$ cat src/rtl/kb_pkg.sv
// Shared definitions for the PS/2 keyboard receive path: prefix bytes,
// frame length, FIFO entry layout and receiver state encoding.
package kb_pkg;

   localparam logic [7:0] KB_PREFIX_EXT = 8'hE0;
   localparam logic [7:0] KB_PREFIX_BRK = 8'hF0;
   localparam int         KB_FRAME_BITS = 11;

   typedef struct packed {
      logic       ext;
      logic       brk;
      logic [7:0] code;
   } kb_entry_t;

   typedef enum logic [1:0] {
      RX_IDLE  = 2'd0,
      RX_SHIFT = 2'd1,
      RX_CHECK = 2'd2
   } kb_rx_state_e;

endpackage

$ cat src/rtl/kb_frame_rx.sv
// PS/2 frame receiver: synchronises and de-glitches the keyboard lines,
// shifts an 11-bit frame on filtered falling edges and validates it.
module kb_frame_rx
   import kb_pkg::*;
#(
   parameter int FILTER_LEN = 4,
   parameter int TIMEOUT    = 50000
) (
   input  logic       clk_i,
   input  logic       rst_i,
   input  logic       kb_clk_i,
   input  logic       kb_dat_i,
   output logic [7:0] byte_o,
   output logic       byte_vld_o,
   output logic       err_o
);

   localparam int FW = $clog2(FILTER_LEN + 1);
   localparam int TW = $clog2(TIMEOUT + 1);

   logic [1:0]               clk_sync;
   logic [1:0]               dat_sync;
   logic                     filt_clk;
   logic [FW-1:0]            filt_cnt;
   logic                     differ;
   logic                     fall;
   kb_rx_state_e             state_q, state_d;
   logic [KB_FRAME_BITS-1:0] shreg_q, shreg_d;
   logic [3:0]               bitcnt_q, bitcnt_d;
   logic [TW-1:0]            tcnt_q, tcnt_d;
   logic                     frame_ok;
   logic                     byte_vld_d, err_d;

   // Synchronisers reset to the idle-high line level so reset release
   // never looks like a falling edge.
   always_ff @(posedge clk_i or negedge rst_i) begin
      if (!rst_i) begin
         clk_sync <= 2'b11;
         dat_sync <= 2'b11;
      end else begin
         clk_sync <= {clk_sync[0], kb_clk_i};
         dat_sync <= {dat_sync[0], kb_dat_i};
      end
   end

   assign differ = (clk_sync[1] != filt_clk);
   assign fall   = filt_clk && differ && (filt_cnt == FW'(FILTER_LEN - 1));

   always_ff @(posedge clk_i or negedge rst_i) begin
      if (!rst_i) begin
         filt_clk <= 1'b1;
         filt_cnt <= '0;
      end else if (!differ) begin
         filt_cnt <= '0;
      end else if (filt_cnt == FW'(FILTER_LEN - 1)) begin
         filt_clk <= ~filt_clk;
         filt_cnt <= '0;
      end else begin
         filt_cnt <= filt_cnt + FW'(1);
      end
   end

   assign frame_ok = !shreg_q[0] && shreg_q[KB_FRAME_BITS-1] && (^shreg_q[9:1]);

   always_comb begin
      state_d    = state_q;
      shreg_d    = shreg_q;
      bitcnt_d   = bitcnt_q;
      tcnt_d     = '0;
      byte_vld_d = 1'b0;
      err_d      = 1'b0;
      case (state_q)
         RX_IDLE: begin
            if (fall) begin
               shreg_d[0] = dat_sync[1];
               bitcnt_d   = 4'd1;
               state_d    = RX_SHIFT;
            end
         end
         RX_SHIFT: begin
            if (fall) begin
               shreg_d[bitcnt_q] = dat_sync[1];
               bitcnt_d          = bitcnt_q + 4'd1;
               if (bitcnt_q == 4'(KB_FRAME_BITS - 1)) state_d = RX_CHECK;
            end else if (tcnt_q == TW'(TIMEOUT - 1)) begin
               err_d   = 1'b1;
               state_d = RX_IDLE;
            end else begin
               tcnt_d = tcnt_q + TW'(1);
            end
         end
         RX_CHECK: begin
            state_d    = RX_IDLE;
            byte_vld_d = frame_ok;
            err_d      = !frame_ok;
         end
         default: state_d = RX_IDLE;
      endcase
   end

   always_ff @(posedge clk_i or negedge rst_i) begin
      if (!rst_i) begin
         state_q    <= RX_IDLE;
         shreg_q    <= '0;
         bitcnt_q   <= '0;
         tcnt_q     <= '0;
         byte_vld_o <= 1'b0;
         err_o      <= 1'b0;
         byte_o     <= '0;
      end else begin
         state_q    <= state_d;
         shreg_q    <= shreg_d;
         bitcnt_q   <= bitcnt_d;
         tcnt_q     <= tcnt_d;
         byte_vld_o <= byte_vld_d;
         err_o      <= err_d;
         if (byte_vld_d) byte_o <= shreg_q[8:1];
      end
   end

endmodule

$ cat src/rtl/kb_rx_fifo.sv
// PS/2 keyboard receiver with optional E0/F0 prefix folding and a
// first-word-fall-through queue of decoded scan codes.
module kb_rx_fifo
   import kb_pkg::*;
#(
   parameter int DEPTH         = 8,
   parameter int FILTER_LEN    = 4,
   parameter int TIMEOUT       = 50000,
   parameter int DECODE_PREFIX = 1
) (
   input  logic                   clk_i,
   input  logic                   rst_i,
   input  logic                   kb_clk_i,
   input  logic                   kb_dat_i,
   input  logic                   rd_i,
   input  logic                   clr_i,
   output logic                   valid_o,
   output logic [7:0]             code_o,
   output logic                   ext_o,
   output logic                   brk_o,
   output logic [$clog2(DEPTH):0] count_o,
   output logic                   full_o,
   output logic                   overflow_o,
   output logic                   frame_err_o
);

   localparam int AW = $clog2(DEPTH);
   localparam int CW = AW + 1;

   logic [7:0]  rx_byte;
   logic        rx_vld;
   logic        rx_err;
   logic        ext_pend, brk_pend;
   logic        push, pop, wr;
   kb_entry_t   push_ent;
   kb_entry_t   head;
   kb_entry_t   mem [DEPTH];
   logic [AW-1:0] wptr, rptr;
   logic [CW-1:0] count;

   kb_frame_rx #(
      .FILTER_LEN (FILTER_LEN),
      .TIMEOUT    (TIMEOUT)
   ) u_frame_rx (
      .clk_i      (clk_i),
      .rst_i      (rst_i),
      .kb_clk_i   (kb_clk_i),
      .kb_dat_i   (kb_dat_i),
      .byte_o     (rx_byte),
      .byte_vld_o (rx_vld),
      .err_o      (rx_err)
   );

   always_comb begin
      push     = 1'b0;
      push_ent = '0;
      if (rx_vld) begin
         if (DECODE_PREFIX != 0) begin
            push     = (rx_byte != KB_PREFIX_EXT) && (rx_byte != KB_PREFIX_BRK);
            push_ent = '{ext: ext_pend, brk: brk_pend, code: rx_byte};
         end else begin
            push     = 1'b1;
            push_ent = '{ext: 1'b0, brk: 1'b0, code: rx_byte};
         end
      end
   end

   // A broken frame may have swallowed the byte the prefix belonged to,
   // so pending prefixes do not survive an error.
   always_ff @(posedge clk_i or negedge rst_i) begin
      if (!rst_i) begin
         ext_pend <= 1'b0;
         brk_pend <= 1'b0;
      end else if (rx_err) begin
         ext_pend <= 1'b0;
         brk_pend <= 1'b0;
      end else if (rx_vld && (DECODE_PREFIX != 0)) begin
         if (rx_byte == KB_PREFIX_EXT) begin
            ext_pend <= 1'b1;
         end else if (rx_byte == KB_PREFIX_BRK) begin
            brk_pend <= 1'b1;
         end else begin
            ext_pend <= 1'b0;
            brk_pend <= 1'b0;
         end
      end
   end

   assign valid_o = (count != '0);
   assign full_o  = (count == CW'(DEPTH));
   assign pop     = rd_i && valid_o;
   assign wr      = push && (!full_o || pop);

   always_ff @(posedge clk_i or negedge rst_i) begin
      if (!rst_i) begin
         for (int i = 0; i < DEPTH; i++) mem[i] <= '0;
         wptr       <= '0;
         rptr       <= '0;
         count      <= '0;
         overflow_o <= 1'b0;
      end else begin
         if (wr) begin
            mem[wptr] <= push_ent;
            wptr      <= wptr + AW'(1);
         end
         if (pop) rptr <= rptr + AW'(1);
         count <= count + CW'(wr) - CW'(pop);
         if (push && full_o && !pop) overflow_o <= 1'b1;
         else if (clr_i)             overflow_o <= 1'b0;
      end
   end

   assign head        = mem[rptr];
   assign code_o      = valid_o ? head.code : 8'h00;
   assign ext_o       = valid_o && head.ext;
   assign brk_o       = valid_o && head.brk;
   assign count_o     = count;
   assign frame_err_o = rx_err;

endmodule

$ cat config.mk
export PLATFORM = sky130hd
export DESIGN_NAME = kb_rx_fifo
export DESIGN_NICKNAME = d
export VERILOG_FILES = /design/src/rtl/kb_pkg.sv /design/src/rtl/kb_frame_rx.sv /design/src/rtl/kb_rx_fifo.sv
export SDC_FILE = /design/constraint.sdc
export NUM_CORES = 1
export LEC_CHECK = 0
export CAP_MARGIN = 20
export CORE_MARGIN = 2
export CORE_UTILIZATION = 50
export CTS_CLUSTER_SIZE = 20
export DETAILED_ROUTE_END_ITERATION = 10
export PLACE_DENSITY = 0.72
export SYNTH_ARGS = -nofsm -noshare
export SYNTH_HDL_FRONTEND = slang
export SYNTH_SLANG_ARGS = --single-unit
$ cat constraint.sdc
create_clock -name clk_i -period 6.4 [get_ports clk_i]
set_input_delay 0.64 -clock clk_i [delete_from_list [all_inputs] [get_ports clk_i]]
set_output_delay 0.64 -clock clk_i [all_outputs]
set_load 0.01 [all_outputs]
==> Word level (Yosys, flattened, before mapping) <==
Cells that the tools add are included.
{ "totals": {"wordCells": 146, "reg_bits": 144, "input_bits": 6, "out_inout_bits": 18} }
{ "classes": {"n_mux": 42, "eq_ne": 17, "bitwise_logic": 3, "n_reduce_logical": 30, "add_sub_neg": 7, "order_cmp": 5} }
{ "ops": {"columns": ["cell", "count"], "rows": [
  ["$bwmux W80", 1],
  ["$mux W16", 3],
  ["$mux W10", 4],
  ["$bmux W10 S3", 1],
  ["$demux W10 S3", 1],
  ["$mux W1", 17],
  ["$add A16 B1 Y16 const B", 1],
  ["$eq A16 B16 Y1 const B", 1],
  ["$eq A8 B8 Y1 const B", 2],
  ["$ne A8 B8 Y1 const B", 2],
  ["$logic_and A1 B1 Y1", 13],
  ["$bwmux W11", 1],
  ["$add A3 B1 Y3 const B", 3],
  ["$reduce_xor A9 Y1", 1],
  ["$eq A4 B4 Y1 const B", 2],
  ["$ge A4 B4 Y1 const B", 2],
  ["$mux W2", 4],
  ["$mux W4", 2],
  ["$mux W8", 1],
  ["$not A3 Y4", 2],
  ["$pmux W4 S2", 1],
  ["$reduce_and A2 Y1", 4],
  ["$mux W3", 2],
  ["$ne A2 B1 Y1 const B", 3],
  ["other kinds (23)", 30]
]} }

==> Depth between registers and ports, before layout <==
{ "logic_depth": {"depth_word": 7, "ltp_mapped": 11} }

==> Cells and area by module <==
Synthesis repeated with hierarchy kept, for this count alone.
{ "hier_totals": {"hier_cells": 526, "hier_area_um2": 7108.1} }
{ "by_module_without_submodules": {"columns": ["mod", "area_each_um2", "cells_per_inst", "seq_area_each_um2", "n_inst"], "rows": [
  ["kb_rx_fifo", 4613.2, 307, 2327.2, 1],
  ["kb_frame_rx", 2494.9, 219, 1282.5, 1]
]} }

==> Least setup slack after synthesis <==
No wires, ideal clock.
{ "synth_timing": {"path_kind": "register to register", "from": "register u_frame_rx.byte_o[6]", "to": "register count[2] (netlist: count_o[2])", "synth_period_minus_slack_ps": 2276, "arrival_ps": 2153, "required_ps": 6277, "setup_slack_ps": 4124, "path_stages_with_launch": 9, "setup_time_ps": 123, "cell_sequence": "dfrtp_1 -> and4b_1 -> a21boi_0 -> nand2_1 -> ha_1 -> inv_1 -> ha_1 -> fa_1 -> xor2_1"} }
{ "synth_between": {"elab_chain_cells": 6, "word_cells_on_any_way": 7, "classes_between": "2 x add/sub; 2 x eq/ne; 1 x mux; 2 x reduce/logical"} }
{ "synth_rtl": {"columns": ["item", "line", "source"], "rows": [
  ["from (decl)", "kb_frame_rx.sv:13", "output logic [7:0] byte_o,"],
  ["from (signal assigned)", "kb_frame_rx.sv:117", "if (byte_vld_d) byte_o <= shreg_q[8:1];"],
  ["$ne A8 B8 Y1", "kb_rx_fifo.sv:59", "push = (rx_byte != KB_PREFIX_EXT) && (rx_byte != KB_PREFIX_BRK);"],
  ["$logic_and A1 B1 Y1 (*)", "kb_rx_fifo.sv:59", null],
  ["$mux W1 (*)", "kb_rx_fifo.sv:57", "if (rx_vld) begin"],
  ["$logic_and A1 B1 Y1 (*)", "kb_rx_fifo.sv:92", "assign wr = push && (!full_o || pop);"],
  ["$add A4 B1 Y4 (*)", "kb_rx_fifo.sv:107", "count <= count + CW'(wr) - CW'(pop);"],
  ["$sub A4 B1 Y4 (*)", "kb_rx_fifo.sv:107", null],
  ["to (signal assigned)", "kb_rx_fifo.sv:107", null],
  ["to (decl)", "kb_rx_fifo.sv:39", "logic [CW-1:0] count;"]
]} }
Mark *: on every way between the ends. The rest lies on a longest branch, timed or not.
A chain may end at the register's enable or synchronous reset.

==> Final worst setup path <==
{ "layout_timing": {"from": "register rptr[1]", "to": "output code_o[4]"} }
{ "layout_between": {"elab_chain_cells": 5} }
{ "layout_rtl": {"columns": ["item", "line", "source"], "rows": [
  ["from (decl)", "kb_rx_fifo.sv:38", "logic [AW-1:0] wptr, rptr;"],
  ["from (signal assigned)", "kb_rx_fifo.sv:106", "if (pop) rptr <= rptr + AW'(1);"],
  ["$not A3 Y4 (not written as such)", "kb_rx_fifo.sv:113", "assign head = mem[rptr];"],
  ["$bmux W10 S3", "kb_rx_fifo.sv:113", null],
  ["$mux W10 (not written as such) (2 in a row)", "kb_rx_fifo.sv:113", null],
  ["$mux W8", "kb_rx_fifo.sv:114", "assign code_o = valid_o ? head.code : 8'h00;"],
  ["to (decl)", "kb_rx_fifo.sv:18", "output logic [7:0] code_o,"]
]} }
No other way between the ends. The select of a mux whose other input is x is not followed.

==> run metrics <==
run status=finished clean; worst-path cell chain=mux4_2 -> mux2i_1 -> nor2_1 -> clkdlybuf4s50_1; EDFF count, synth=0; die boundary width=122 um; count of maximum capacitance violations=0; Avg Synthesized Cell Area=~13 um^2; global-route usage over all layers=19.9%; required time of the critical path=5.76 ns; Final GP Congestion=roughly 0.76; placement row count=42; number of cells on the worst reg-to-reg path=9; source-to-sink clock delay at the later pin of the worst-skew pair=~0.43 ns; fraction of final layout cells sized beyond drive strength 1=approximately 31%; Register-to-Register Setup Slack=between 3 and 4 ns; DP Wirelength=approximately 8.5 mm; Final Max Slew Viols=0; total of cells resized after clock tree synthesis=0; PortBufs=23; proportion of power drawn by combinational gates=14.0%; primary flip-flop cell chosen by synthesis mapping=sky130_fd_sc_hd__dfrtp_1; power per standard cell area=309 mW/mm^2; Period minus WS final=3.36 ns; post-detailed-route count of antenna-violating nets=0; Synthesized Nets=546; number of fillers in the final layout=approximately 1000; worst slew margin relative to its limit=25.5%; number of search-and-repair iterations in the first detailed-routing pass=5; effective utilization at floorplan=51.8%; WL per Instance=about 18 um; source of the critical timing path=rptr[1]$_DFFE_PN0P_; Placement Cell Area=between 0.007 and 0.008 mm^2; capturing point of the worst reg2reg path=count_o[2]$_DFF_PN0_; CTS Root Cell=sky130_fd_sc_hd__clkbuf_16; mapped cell area=between 0.006 and 0.007 mm^2; total congestion overflow after global routing=0; startpoint class of the critical path=register; Synthesis Warnings=0; TritonCTS clock tree=done; measured slew at the worst slew-check pin=about 1.1 ns; TNS Setup=0 ns; critical path capture point=code_o[4]; final design utilization=around 59%; post-synthesis sequential area ratio=a little over half; unique cell type count in the Yosys netlist=53; largest net degree at the start of global routing=96; Max Clock Freq=around 0.30 GHz; hold crit path type=in2async; summed area of non-filler cells in the final layout=around 0.008 mm^2; flop and latch count out of synthesis=roughly 140; footprint of the multi-input gates=0.00310 mm^2; arrival time at the worst endpoint=between 2 and 3 ns; setup bufs post-CTS=0; Net Sw Power=632 uW; quantity of hold-fixing buffers added after cts=0; Sw Share=around 26%; Layout area overhead=14.2%; wire length of the first global-routing pass=approximately 22 mm; crit path capture type=output port; antenna violations before repair=0; maximum cell stage delay along the critical path=1.02 ns; clock slew at the register clock pins of the worst setup and hold paths=about 0.06 ns; fin crit share=between 50% and 60%; Iter 0 DRT Violations=297; number of nets in the final layout=about 560; total number of H-tree levels=4; Final Hold Fails=0; antenna diode instance count=0; Pint=1810 uW; most frequent cells in the layout=sky130_fd_sc_hd__dfrtp_1, sky130_fd_sc_hd__mux2_2, sky130_fd_sc_hd__nor2_1; worst hold slack after final layout=about 0.28 ns; final count of negative-setup-slack endpoints=0; number of global-route vias before repair=4241; y dimension of the die=approximately 120 um; vias per std cell=around 5.7; instance count of the mapped netlist=about 520; Residual DRC=0; Routed Wire Length=about 13 mm; standard cell core area=around 0.013 mm^2; launching point of the worst reg2reg path=count_o[2]$_DFF_PN0_; number of clock sinks=roughly 140; Die Footprint=about 0.015 mm^2; sequential fraction of design power=a little over two fifths; storage element area=approximately 0.0036 mm^2; CP Max Fanout=22; unrepaired setup endpoints after global routing=false; ys async rst share=100%; static power due to leakage=0.00371 uW; Placed Cells=693; most common cell after layout, fill and taps aside=sky130_fd_sc_hd__dfrtp_1; clock buffer count from CTS=17; crit path max-delay cell type=sky130_fd_sc_hd__dfrtp_1; Clk network pwr share=between 40% and 50%; Layout Cells excl Fill=around 730; Ports=24; VDD IR max=0.000200 V; via count=~4100; clock skew=between 0.01 and 0.015 ns; buffers from clock root to sink, at most=2; critical path start-end classification=reg2out
cell families after synthesis:
family,share of synthesized area [%]
adders and majority gates,3.55
xor gates and xnor gates,3.31
DFF,52.2
buffers and inverters,2.90
AOI/OAI and AO/OA,3.42
and+or+nand+nor,9.78
muxes,24.8
layout make-up:
class	instances	area share, %
clock buffer	20	5.79
clock inverter	12	2.30
inverter	19	0.904
multi-input combinational	329	39.3
sequential	144	45.8
tap	176	2.79
timing repair buffer	25	3.12
Yosys cell counts, types with 8 or more instances:
cell                       count  share of area [%]
sky130_fd_sc_hd__mux2_2      102                 17
sky130_fd_sc_hd__and2_1       12                1.1
sky130_fd_sc_hd__nor2_1       27                1.5
sky130_fd_sc_hd__clkbuf_1     21                1.1
sky130_fd_sc_hd__mux2i_1      10                1.4
sky130_fd_sc_hd__a21oi_1       8               0.58
sky130_fd_sc_hd__nand4_1       9               0.81
sky130_fd_sc_hd__ha_1         18                3.3
sky130_fd_sc_hd__nor3_1        8               0.58
sky130_fd_sc_hd__inv_1        19                1.0
sky130_fd_sc_hd__mux4_2       20                6.5
sky130_fd_sc_hd__nand2_1      23                1.2
sky130_fd_sc_hd__dfrtp_1     139                 50
sky130_fd_sc_hd__xor2_1       14                1.8
per-stage QoR:
| step | setup slack (ns) | total power [uW] |
|---|---|---|
| final | 3.04 | 2440 |
| after global placement | 3.34 | 1400 |
| after CTS | 3.01 | 2470 |
| after global routing | 2.91 | 2550 |
| after floorplan | 4.12 | 1290 |
| after detailed placement | 3.23 | 1410 |
power groups by stage:
stage / clock network [uW] / logic [uW] / registers (uW)
finish: 1050 / 342 / 1040
global route: 1110 / 390 / 1050
CTS: 1070 / 351 / 1050
detailed placement: 0 / 350 / 1060
global placement: 0 / 339 / 1060
floorplan: 0 / 271 / 1010
per-layer routing:
| metal | wire length, um | vias up | GRT usage (%) |
|---|---|---|---|
| li1 | - | 1901 | - |
| met1 | 5750 | 2128 | 26.5 |
| met2 | 6470 | 79 | 32.0 |
| met3 | 502 | 19 | 4.26 |
| met4 | 232 | 0 | 7.97 |
| met5 | 0 | - | 0 |
how the worst min path moves through the flow:
stage                                        to  slack, ns  cells past startpoint
3_3_place_gp   u_frame_rx.dat_sync[1]$_DFF_PN1_       0.35                      0
4_1_cts                    count_o[1]$_DFF_PN0_       0.34                      1
3_5_place_dp   u_frame_rx.clk_sync[1]$_DFF_PN1_       0.35                      0
5_1_grt        u_frame_rx.clk_sync[1]$_DFF_PN1_       0.36                      0
2_1_floorplan              brk_pend$_DFFE_PN0P_       0.34                      0
6_report                   count_o[1]$_DFF_PN0_       0.28                      1
worst max-delay path, delay by kind of cell, from the launching register on:
family,cells,cell delay [ns]
muxes,2,0.66
and+or+nand+nor,1,0.07
buffers and inverters,1,0.52
DFF,1,1.02
flip-flops by register name, indices dropped and copies added, names as in the netlist, 2 cells and up:
| name | count |
|---|---|
| u_frame_rx.shreg_q | 11 |
| u_frame_rx.bitcnt_q | 4 |
| u_frame_rx.dat_sync | 2 |
| rptr | 3 |
| mem | 80 |
| wptr | 3 |
| u_frame_rx.clk_sync | 2 |
| u_frame_rx.filt_cnt | 3 |
| u_frame_rx.byte_o | 8 |
| count_o | 4 |
| u_frame_rx.state_q | 2 |
| u_frame_rx.tcnt_q | 16 |
No activity file was read; power rests on OpenSTA's default activity.
